<file path="src/rtl/vga_fb_arbiter_if.sv">
// Bundle of the framebuffer arbiter's request/response and RAM signals.
// The master side drives requests and returns RAM read data; the slave side
// is the arbiter itself.
interface vga_fb_arbiter_if #(
    parameter int ADDR_W = 17,
    parameter int DATA_W = 12
);
    // Scan-out read channel
    logic              disp_req;
    logic [ADDR_W-1:0] disp_addr;
    logic              disp_valid;
    logic [DATA_W-1:0] disp_data;

    // Pixel write channel
    logic              wr_valid;
    logic              wr_ready;
    logic [ADDR_W-1:0] wr_addr;
    logic [DATA_W-1:0] wr_data;

    // Full-screen clear control and status
    logic              clr_start;
    logic [DATA_W-1:0] clr_color;
    logic              clr_busy;
    logic              clr_done;
    logic [15:0]       starve_cnt;

    // Single-port framebuffer RAM
    logic              ram_en;
    logic              ram_we;
    logic [ADDR_W-1:0] ram_addr;
    logic [DATA_W-1:0] ram_wdata;
    logic [DATA_W-1:0] ram_rdata;

    modport master (
        output disp_req, disp_addr, wr_valid, wr_addr, wr_data,
               clr_start, clr_color, ram_rdata,
        input  disp_valid, disp_data, wr_ready, clr_busy, clr_done,
               starve_cnt, ram_en, ram_we, ram_addr, ram_wdata
    );

    modport slave (
        input  disp_req, disp_addr, wr_valid, wr_addr, wr_data,
               clr_start, clr_color, ram_rdata,
        output disp_valid, disp_data, wr_ready, clr_busy, clr_done,
               starve_cnt, ram_en, ram_we, ram_addr, ram_wdata
    );
endinterface

</file>
<file path="src/rtl/vga_fb_arbiter.sv">
// Framebuffer port arbiter: scan-out reads always win the single RAM port,
// a built-in sequencer clears the whole screen, and drawing writes are queued
// in a small FIFO and drained into cycles the scan-out leaves idle.
module vga_fb_arbiter #(
    parameter int ADDR_W     = 17,
    parameter int DATA_W     = 12,
    parameter int FB_WORDS   = 76800,
    parameter int FIFO_DEPTH = 4
) (
    input  logic              clk,
    input  logic              rst_n,
    vga_fb_arbiter_if.slave   fb_bus
);

    localparam int PTR_W = (FIFO_DEPTH > 1) ? $clog2(FIFO_DEPTH) : 1;
    localparam int CNT_W = PTR_W + 1;

    localparam logic [ADDR_W-1:0] FB_LIM        = ADDR_W'(FB_WORDS);
    localparam logic [ADDR_W-1:0] FB_LAST       = ADDR_W'(FB_WORDS - 1);
    localparam logic [CNT_W-1:0]  FIFO_FULL_CNT = CNT_W'(FIFO_DEPTH);

    typedef enum logic [1:0] {
        ST_RUN   = 2'd0,
        ST_DRAIN = 2'd1,
        ST_CLEAR = 2'd2
    } state_t;

    // Control state
    state_t            state_q;
    logic              live_q;          // low only until the first edge after reset
    logic [DATA_W-1:0] clr_color_q;
    logic [ADDR_W-1:0] clr_cnt_q;
    logic              clr_done_q;
    logic [15:0]       starve_q;

    // Write FIFO
    logic [ADDR_W-1:0] fifo_addr_q [FIFO_DEPTH];
    logic [DATA_W-1:0] fifo_data_q [FIFO_DEPTH];
    logic [PTR_W-1:0]  wr_ptr_q;
    logic [PTR_W-1:0]  rd_ptr_q;
    logic [CNT_W-1:0]  count_q;
    logic [CNT_W-1:0]  count_d;
    logic              full_q;
    logic              empty_q;

    // Scan-out read pipeline
    logic              rd1_valid_q;
    logic              rd1_hit_q;
    logic              disp_valid_q;
    logic [DATA_W-1:0] disp_data_q;

    // Arbitration results
    logic              ram_en_s;
    logic              ram_we_s;
    logic [ADDR_W-1:0] ram_addr_s;
    logic [DATA_W-1:0] ram_wdata_s;
    logic              pop_s;
    logic              clr_wr_s;
    logic              push_s;
    logic              wr_ready_s;
    logic              disp_hit_s;
    logic [ADDR_W-1:0] head_addr_s;
    logic [DATA_W-1:0] head_data_s;

    // The FIFO accepts writes only in normal operation and never when full;
    // gating with live_q keeps wr_ready low until the first edge after reset.
    assign wr_ready_s  = live_q && (state_q == ST_RUN) && !full_q;
    assign push_s      = fb_bus.wr_valid && wr_ready_s;
    assign disp_hit_s  = live_q && fb_bus.disp_req && (fb_bus.disp_addr < FB_LIM);
    assign head_addr_s = fifo_addr_q[rd_ptr_q];
    assign head_data_s = fifo_data_q[rd_ptr_q];

    // Per-cycle RAM port decision: scan-out, then clear, then FIFO head.
    always_comb begin
        ram_en_s    = 1'b0;
        ram_we_s    = 1'b0;
        ram_addr_s  = '0;
        ram_wdata_s = '0;
        pop_s       = 1'b0;
        clr_wr_s    = 1'b0;
        if (live_q && fb_bus.disp_req) begin
            // Out-of-range scan-out addresses still own the cycle but skip the RAM.
            if (disp_hit_s) begin
                ram_en_s   = 1'b1;
                ram_addr_s = fb_bus.disp_addr;
            end else begin
                ram_en_s   = 1'b0;
            end
        end else if (live_q && (state_q == ST_CLEAR)) begin
            ram_en_s    = 1'b1;
            ram_we_s    = 1'b1;
            ram_addr_s  = clr_cnt_q;
            ram_wdata_s = clr_color_q;
            clr_wr_s    = 1'b1;
        end else if (live_q && !empty_q) begin
            // Only RUN or DRAIN reach here; out-of-range entries are discarded.
            pop_s = 1'b1;
            if (head_addr_s < FB_LIM) begin
                ram_en_s    = 1'b1;
                ram_we_s    = 1'b1;
                ram_addr_s  = head_addr_s;
                ram_wdata_s = head_data_s;
            end else begin
                ram_en_s    = 1'b0;
            end
        end else begin
            ram_en_s = 1'b0;
        end
    end

    // Next FIFO occupancy; simultaneous push and pop leave it unchanged.
    always_comb begin
        count_d = count_q;
        if (push_s && !pop_s) begin
            count_d = count_q + CNT_W'(1);
        end else if (!push_s && pop_s) begin
            count_d = count_q - CNT_W'(1);
        end else begin
            count_d = count_q;
        end
    end

    // Enable flag that releases the outputs on the first edge after reset.
    always_ff @(posedge clk or negedge rst_n) begin
        if (!rst_n) begin
            live_q <= 1'b0;
        end else begin
            live_q <= 1'b1;
        end
    end

    // Write FIFO storage, pointers and registered full/empty flags.
    always_ff @(posedge clk or negedge rst_n) begin
        if (!rst_n) begin
            for (int i = 0; i < FIFO_DEPTH; i++) begin
                fifo_addr_q[i] <= '0;
                fifo_data_q[i] <= '0;
            end
            wr_ptr_q <= '0;
            rd_ptr_q <= '0;
            count_q  <= '0;
            full_q   <= 1'b0;
            empty_q  <= 1'b1;
        end else begin
            if (push_s) begin
                fifo_addr_q[wr_ptr_q] <= fb_bus.wr_addr;
                fifo_data_q[wr_ptr_q] <= fb_bus.wr_data;
                wr_ptr_q              <= wr_ptr_q + PTR_W'(1);
            end
            if (pop_s) begin
                rd_ptr_q <= rd_ptr_q + PTR_W'(1);
            end
            count_q <= count_d;
            full_q  <= (count_d == FIFO_FULL_CNT);
            empty_q <= (count_d == CNT_W'(0));
        end
    end

    // Clear sequencer FSM: RUN -> (DRAIN) -> CLEAR -> RUN with a done pulse.
    always_ff @(posedge clk or negedge rst_n) begin
        if (!rst_n) begin
            state_q     <= ST_RUN;
            clr_color_q <= '0;
            clr_cnt_q   <= '0;
            clr_done_q  <= 1'b0;
        end else begin
            clr_done_q <= 1'b0;
            case (state_q)
                ST_RUN: begin
                    if (live_q && fb_bus.clr_start) begin
                        clr_color_q <= fb_bus.clr_color;
                        // A write accepted this same cycle still has to drain first.
                        if (empty_q && !push_s) begin
                            state_q <= ST_CLEAR;
                        end else begin
                            state_q <= ST_DRAIN;
                        end
                    end
                end
                ST_DRAIN: begin
                    if (empty_q) begin
                        state_q <= ST_CLEAR;
                    end
                end
                ST_CLEAR: begin
                    if (clr_wr_s) begin
                        if (clr_cnt_q == FB_LAST) begin
                            clr_cnt_q  <= '0;
                            clr_done_q <= 1'b1;
                            state_q    <= ST_RUN;
                        end else begin
                            clr_cnt_q <= clr_cnt_q + ADDR_W'(1);
                        end
                    end
                end
                default: begin
                    state_q <= ST_RUN;
                end
            endcase
        end
    end

    // Two-stage scan-out return: RAM latency plus the output register.
    always_ff @(posedge clk or negedge rst_n) begin
        if (!rst_n) begin
            rd1_valid_q  <= 1'b0;
            rd1_hit_q    <= 1'b0;
            disp_valid_q <= 1'b0;
            disp_data_q  <= '0;
        end else begin
            rd1_valid_q  <= live_q && fb_bus.disp_req;
            rd1_hit_q    <= disp_hit_s;
            disp_valid_q <= rd1_valid_q;
            if (rd1_valid_q) begin
                disp_data_q <= rd1_hit_q ? fb_bus.ram_rdata : '0;
            end
        end
    end

    // Saturating count of cycles where a writer is held off.
    always_ff @(posedge clk or negedge rst_n) begin
        if (!rst_n) begin
            starve_q <= 16'h0000;
        end else if (fb_bus.wr_valid && !wr_ready_s && (starve_q != 16'hFFFF)) begin
            starve_q <= starve_q + 16'h0001;
        end
    end

    assign fb_bus.ram_en     = ram_en_s;
    assign fb_bus.ram_we     = ram_we_s;
    assign fb_bus.ram_addr   = ram_addr_s;
    assign fb_bus.ram_wdata  = ram_wdata_s;
    assign fb_bus.wr_ready   = wr_ready_s;
    assign fb_bus.clr_busy   = (state_q != ST_RUN);
    assign fb_bus.clr_done   = clr_done_q;
    assign fb_bus.disp_valid = disp_valid_q;
    assign fb_bus.disp_data  = disp_data_q;
    assign fb_bus.starve_cnt = starve_q;

endmodule
</file>
<file path="src/flat_wrapper.sv">
// flat-port wrapper written by rule: the top's interface ports become plain ports
module vga_fb_arbiter_flat 
#(
    parameter int ADDR_W     = 17,
    parameter int DATA_W     = 12,
    parameter int FB_WORDS   = 76800,
    parameter int FIFO_DEPTH = 4
)
  (clk, rst_n, fb_bus_disp_req, fb_bus_disp_addr, fb_bus_wr_valid, fb_bus_wr_addr, fb_bus_wr_data, fb_bus_clr_start, fb_bus_clr_color, fb_bus_ram_rdata, fb_bus_disp_valid, fb_bus_disp_data, fb_bus_wr_ready, fb_bus_clr_busy, fb_bus_clr_done, fb_bus_starve_cnt, fb_bus_ram_en, fb_bus_ram_we, fb_bus_ram_addr, fb_bus_ram_wdata);
  vga_fb_arbiter_if #(.ADDR_W(ADDR_W), .DATA_W(DATA_W)) fb_bus_i ();
  input  logic clk;
  input  logic rst_n;
  input wire logic [$bits(fb_bus_i.disp_req)-1:0] fb_bus_disp_req;
  input wire logic [$bits(fb_bus_i.disp_addr)-1:0] fb_bus_disp_addr;
  input wire logic [$bits(fb_bus_i.wr_valid)-1:0] fb_bus_wr_valid;
  input wire logic [$bits(fb_bus_i.wr_addr)-1:0] fb_bus_wr_addr;
  input wire logic [$bits(fb_bus_i.wr_data)-1:0] fb_bus_wr_data;
  input wire logic [$bits(fb_bus_i.clr_start)-1:0] fb_bus_clr_start;
  input wire logic [$bits(fb_bus_i.clr_color)-1:0] fb_bus_clr_color;
  input wire logic [$bits(fb_bus_i.ram_rdata)-1:0] fb_bus_ram_rdata;
  output wire logic [$bits(fb_bus_i.disp_valid)-1:0] fb_bus_disp_valid;
  output wire logic [$bits(fb_bus_i.disp_data)-1:0] fb_bus_disp_data;
  output wire logic [$bits(fb_bus_i.wr_ready)-1:0] fb_bus_wr_ready;
  output wire logic [$bits(fb_bus_i.clr_busy)-1:0] fb_bus_clr_busy;
  output wire logic [$bits(fb_bus_i.clr_done)-1:0] fb_bus_clr_done;
  output wire logic [$bits(fb_bus_i.starve_cnt)-1:0] fb_bus_starve_cnt;
  output wire logic [$bits(fb_bus_i.ram_en)-1:0] fb_bus_ram_en;
  output wire logic [$bits(fb_bus_i.ram_we)-1:0] fb_bus_ram_we;
  output wire logic [$bits(fb_bus_i.ram_addr)-1:0] fb_bus_ram_addr;
  output wire logic [$bits(fb_bus_i.ram_wdata)-1:0] fb_bus_ram_wdata;
  assign fb_bus_i.disp_req = fb_bus_disp_req;
  assign fb_bus_i.disp_addr = fb_bus_disp_addr;
  assign fb_bus_i.wr_valid = fb_bus_wr_valid;
  assign fb_bus_i.wr_addr = fb_bus_wr_addr;
  assign fb_bus_i.wr_data = fb_bus_wr_data;
  assign fb_bus_i.clr_start = fb_bus_clr_start;
  assign fb_bus_i.clr_color = fb_bus_clr_color;
  assign fb_bus_i.ram_rdata = fb_bus_ram_rdata;
  assign fb_bus_disp_valid = fb_bus_i.disp_valid;
  assign fb_bus_disp_data = fb_bus_i.disp_data;
  assign fb_bus_wr_ready = fb_bus_i.wr_ready;
  assign fb_bus_clr_busy = fb_bus_i.clr_busy;
  assign fb_bus_clr_done = fb_bus_i.clr_done;
  assign fb_bus_starve_cnt = fb_bus_i.starve_cnt;
  assign fb_bus_ram_en = fb_bus_i.ram_en;
  assign fb_bus_ram_we = fb_bus_i.ram_we;
  assign fb_bus_ram_addr = fb_bus_i.ram_addr;
  assign fb_bus_ram_wdata = fb_bus_i.ram_wdata;
  vga_fb_arbiter #(.ADDR_W(ADDR_W), .DATA_W(DATA_W), .FB_WORDS(FB_WORDS), .FIFO_DEPTH(FIFO_DEPTH)) u_core (.clk(clk), .rst_n(rst_n), .fb_bus(fb_bus_i));
endmodule
</file>
<file path="config.mk">
export PLATFORM = sky130hd
export DESIGN_NAME = vga_fb_arbiter_flat
export DESIGN_NICKNAME = d
export VERILOG_FILES = /design/src/rtl/vga_fb_arbiter_if.sv /design/src/rtl/vga_fb_arbiter.sv /design/src/flat_wrapper.sv
export SDC_FILE = /design/constraint.sdc
export NUM_CORES = 1
export LEC_CHECK = 0
export BUFFER_PORTS_ARGS = -buffer_cell sky130_fd_sc_hd__clkbuf_2
export CELL_PAD_IN_SITES_DETAIL_PLACEMENT = 0
export CELL_PAD_IN_SITES_GLOBAL_PLACEMENT = 1
export CORE_MARGIN = 5
export CORE_UTILIZATION = 40
export CTS_BUF_LIST = sky130_fd_sc_hd__clkbuf_8
export CTS_CLUSTER_DIAMETER = 150
export CTS_CLUSTER_SIZE = 10
export DETAILED_ROUTE_END_ITERATION = 16
export GPL_ROUTABILITY_DRIVEN = 0
export PLACE_DENSITY = 0.74
export SETUP_SLACK_MARGIN = 0.15
export SLEW_MARGIN = 30
export SYNTH_ARGS = -nofsm -noshare
export SYNTH_HDL_FRONTEND = slang
export SYNTH_SLANG_ARGS = --single-unit
</file>
<file path="constraint.sdc">
create_clock -name clk -period 2.34 [get_ports clk]
set_input_delay 0.468 -clock clk [delete_from_list [all_inputs] [get_ports clk]]
set_output_delay 0.468 -clock clk [all_outputs]
set_load 0.01 [all_outputs]
</file>
# Word-level counts from Yosys, hierarchy flattened

Index checks and enable logic that the tools add are counted.
W data, S select, Z words.

$add $sub $neg: 6
Shifts and indexed selects: 0
Reduce and logical (&&, ||, !) cells: 25
Magnitude comparators: 5
Multipliers: 0
Divide/modulo/power cells: 0
Equality and inequality tests: 9
Mux-type cells: 45
Bitwise gates (word level): 2

Operator list:

| operator                | count |
|---|---|
| $mux W17                | 9 |
| $mux W12                | 8 |
| $bwmux W68              | 1 |
| $bwmux W48              | 1 |
| $bmux W17 S2            | 1 |
| $demux W17 S2           | 1 |
| $lt A17 B17 Y1 const B  | 2 |
| $bmux W12 S2            | 1 |
| $demux W12 S2           | 1 |
| $add A17 B1 Y17 const B | 1 |
| $eq A17 B17 Y1 const B  | 1 |
| $add A16 B1 Y16 const B | 1 |
| $ne A16 B16 Y1 const B  | 1 |
| $logic_and A1 B1 Y1     | 14 |
| $mux W1                 | 14 |
| $mux W2                 | 5 |
| $ge A3 B3 Y1 const B    | 2 |
| $mux W3                 | 2 |
| $not A2 Y3              | 2 |
| $pmux W2 S3             | 1 |
| $logic_not A1 Y1        | 5 |
| $add A2 B1 Y2 const B   | 2 |
| $ne A2 B1 Y1 const B    | 2 |
| $ne A2 B2 Y1 const B    | 2 |
| 11 further kinds        | 12 |

Output and inout bits: 63
Bits in latches: 0
Word-level logic and storage cells: 115
Memory bits (writable): 0
Memories kept: 0
Flip-flop bits (word level): 189
Input port bits: 75
Memory bits (read-only): 0

# Longest topological paths before layout

Depth after elaboration: 9
Gate-level depth with buffers: 8

# Worst setup path after synthesis

No wires, ideal clock.

Path kind: reg2out
Start: register u_core.rd_ptr_q[0]
End: output fb_bus_ram_addr[3]
Path slack: -223 ps
Required time: 1872 ps
Cell stages (with the launch flop): 6
Data arrival time: 2095 ps
Cell sequence: dfrtp_1 buf_2 buf_6 buf_1 mux4_2 a221o_1

Cells in the longest elaborated chain, start to end: 9

Ends and longest elaborated chain:

| what                                           | RTL line              | text |
|---|---|---|
| start: declaration                             | vga_fb_arbiter.sv:40  | `logic [PTR_W-1:0] rd_ptr_q;` |
| start signal: assignment                       | vga_fb_arbiter.sv:151 | `rd_ptr_q <= rd_ptr_q + PTR_W'(1);` |
| $not A2 Y3 (not written as such) *             | vga_fb_arbiter.sv:70  | `assign head_addr_s = fifo_addr_q[rd_ptr_q];` |
| $bmux W17 S2 *                                 | vga_fb_arbiter.sv:70  |  |
| $mux W17 (not written as such) * (2 in series) | vga_fb_arbiter.sv:70  |  |
| $lt A17 B17 Y1                                 | vga_fb_arbiter.sv:98  | `if (head_addr_s < FB_LIM) begin` |
| $mux W17 *                                     | vga_fb_arbiter.sv:98  |  |
| $mux W17 *                                     | vga_fb_arbiter.sv:95  | `end else if (live_q && !empty_q) begin` |
| $mux W17 *                                     | vga_fb_arbiter.sv:89  | `end else if (live_q && (state_q == ST_CLEAR)) begin` |
| $mux W17 *                                     | vga_fb_arbiter.sv:81  | `if (live_q && fb_bus.disp_req) begin` |
| end: declaration                               | flat_wrapper.sv:29    | `output wire logic [$bits(fb_bus_i.ram_addr)-1:0] fb_bus_ram_addr;` |

Mark *: on every way between the ends. The rest lies on a longest branch, timed or not. The select of a mux whose other input is x is not followed.

# Worst setup path after layout

Start: register u_core.rd_ptr_q[0]
End: output fb_bus_ram_addr[9]

Same word-level chain as after synthesis.

==> results.toml <==
[outcome]
status = "finished with violations"
violations = "negative setup slack"

[synthesis]
synth.cell_area_um2 = 9131
synth_nets = 750
synth_cell_type_count = 63
syn_area_per_cell_um2 = 13.69
postSynthCellCount = 667
async_reset_ff_frac = 1.000
synth-seq-cells = 189
ys.flop_type = "dfrtp_1"
synth_edf_count = 0
yosys_warnings = 0
ys_seq_area_frac = 0.5181

[sta]
finalSetupViolCount = 31
slew_headroom = 0.5747
hold_viol = 0
post-route-period-util = 1.259
setup-tns-final_ns = -15.92
whs_ns = 0.2302
skew_ns = 0.01052
setup_ws_ns = -0.6063
layout_min_cycle_time_ns = 2.946
fmax_mhz = 339.4
rsz0062_at_grt = "true"
slew_violations = 0
tightestPinTransition_ns = 0.6379

[final_layout]
final_util = 0.4903
final_layout_size_suffix_gt1_frac = 0.4778
fillers = 1995
fin_cells = 1139
diodes = 0
final_cell_mix = "dfrtp_1 (187), clkbuf_2 (109), mux2_2 (92)"
nNetsFinal = 924
syn_to_final_growth_pct = 21.20
final_common_cell = "dfrtp_1"

[setup_path]
crit_slowest_cell = "dfrtp_2"
start_kind = "flip-flop"
worstPathRequired_ns = 1.87
path_delay_family = "compound AO/OA/AOI/OAI gates"
max_stage_delay_ns = 0.51
worst-path-buf-inv = 3
arrival_ns = 2.48
critPathKind = "reg2out"
crit_chain = "buf_6 -> mux4_2 -> nand2_2 -> o211a_4 -> buf_12 -> a221o_1 -> buf_2"
endpoint_kind = "output pin"
critPathMaxFanout = 21

[clocking]
clkSinkCount = 189
clockBufferDepth = 2
cts_tree = "done"
htreeDepth = 4
cts_root_buf = "clkbuf_8"
clk_transition_reported_paths_ns = 0.10
cts_buffers = 17
worstSkewPairLatency_ns = 0.46

[floorplan]
start_util = 0.4045
die_x_um = 161.1
dieArea_um2 = 25950
io_pins = 138
core_area_um2 = 22570
num_rows = 55
die_height_um = 161.1

[placed_design]
hpwlAfterDp_mm = 15.34
dp_cells = 1099
io_buffers = 137

[power]
finalPower_mw = 12.63
power.leakage_nw = 5.313
max-vdd-ir-drop_uv = 396.9
p_per_area_nw_per_um2 = 1142

[route]
drc = 0
antenna_left = 0
routedWlPerCell_um = 18.81
finalWirelength_mm = 21.43
vias_per_cell = 5.287
drt_iter0_markers = 344
first_pass_iters = 4
num_vias = 6022

[grt]
grt_pass1_wl_mm = 34.60
grt_pass1_vias = 6301
overflow = 0
grt_usage = 0.1681
grt_antenna_before_repair = 3
grt_max_degree = 56

[worst_hold_path]
hold_path.class = "in2reg"

[flow_run]
drv_cap = 0
[what timing repair did]
item,4_1_cts,5_1_grt
buffers inserted,7,0
pin swaps,6,5
setup endpoints to repair,32,32
hold endpoints to repair,52,0
hold buffers,1,0
resized for setup,8,39
gates cloned,0,0
[logic make-up (layout without fill, tap and decap cells)]
family	Yosys count	after routing	share of synthesized area
adder cells (fa/ha/maj)	8	8	0.01096
other	1	1	0.0004107
buffers and inverters	61	248	0.03686
multiplexers	165	165	0.2551
AND/OR/NAND/NOR	137	137	0.08811
XOR/XNOR	27	27	0.02590
flip-flops	189	189	0.5181
AO/OA/AOI/OAI	79	79	0.06454
[worst reg2reg max path, cell delays in order, from the launching register on]
cell and delay [ns]:
dfrtp_1 0.38, or4b_4 0.61, nor2_8 0.23, buf_4 0.19, nand2_4 0.06, buf_12 0.18
mux2_4 0.31
[through the flow]
step                      setup slack, ns  instance area, µm²
after global placement           -0.09242               10490
after detailed placement          -0.1752               10490
after CTS                         -0.6474               11010
final                             -0.6063               11070
after global routing              -0.7245               11070
after floorplan                   0.01980                9174
[state kept, by name, summed over array words and instances, names as in the netlist, 2 cells and up]
signal                    flops
u_core.fifo_data_q           48
u_core.fifo_addr_q           68
u_core.fb_bus.starve_cnt     16
u_core.count_q                3
u_core.clr_color_q           12
u_core.wr_ptr_q               2
u_core.fb_bus.disp_data      12
u_core.clr_cnt_q             17
u_core.rd_ptr_q               2
u_core.state_q                2
[power by group]
group | total (mW) | internal, mW | switching, mW | leakage, nW
clock | 2.20 | 0.962 | 1.24 | 0.202
sequential | 5.32 | 4.52 | 0.797 | 2.39
combinational | 5.11 | 3.09 | 2.01 | 2.72
[routing by layer]
metal	up-vias	track usage	part of all wire
li1	2813	-	-
met1	3063	0.2286	0.46
met2	111	0.2715	0.48
met3	29	0.04185	0.045
met4	6	0.04459	0.016
met5	-	0	0.0020
[layout make-up]
cell class              count  area (µm²)  share of cell area
multi-input cells         417        4168              0.3766
flip-flops and latches    189        4732              0.4276
repair buffers            191        1309              0.1183
well taps                 285       356.6             0.03222
clock inverters            12       127.6             0.01153
inverters                  25       98.84            0.008932
clock buffers              20       275.3             0.02487
[cells in the mapped netlist, types with 7 or more instances]
cell / instances / area share
buf_6: 11 / 0.014
a21oi_1: 7 / 0.0038
mux4_2: 29 / 0.072
dfrtp_1: 188 / 0.52
xor2_1: 17 / 0.016
mux2_2: 92 / 0.11
nor2_1: 24 / 0.0099
clkbuf_1: 12 / 0.0049
nand3_1: 24 / 0.013
nand2_1: 20 / 0.0082
inv_1: 24 / 0.0099
ha_1: 8 / 0.011
buf_2: 7 / 0.0038
nand4_1: 9 / 0.0062
o21ai_0: 23 / 0.013
a221o_1: 15 / 0.016
mux2_4: 40 / 0.066
and2_1: 13 / 0.0089
a22o_1: 11 / 0.011
xnor2_1: 10 / 0.0096
[path summary, 6_finish.rpt]
kind / end / slack (ns) / from / cells after the start
max in group asynchronous: u_core.empty_q$_DFF_PN1_ / 1.13 / rst_n / 3
hold / removal: u_core.clr_color_q[5]$_DFFE_PN0P_ / 0.23 / fb_bus_clr_color[5] / 2
setup reg to reg: u_core.fifo_data_q[44]$_DFFE_PN0P_ / 0.28 / u_core.full_q$_DFF_PN0_ / 6
hold reg to reg: u_core.fb_bus.starve_cnt[7]$_DFFE_PN0P_ / 0.50 / u_core.fb_bus.starve_cnt[7]$_DFFE_PN0P_ / 1
min in group asynchronous: u_core.fifo_addr_q[5]$_DFFE_PN0P_ / 0.52 / rst_n / 2
setup / recovery: fb_bus_ram_addr[9] / -0.61 / u_core.rd_ptr_q[0]$_DFFE_PN0P_ / 7
Power figures use the tool's default switching activity.
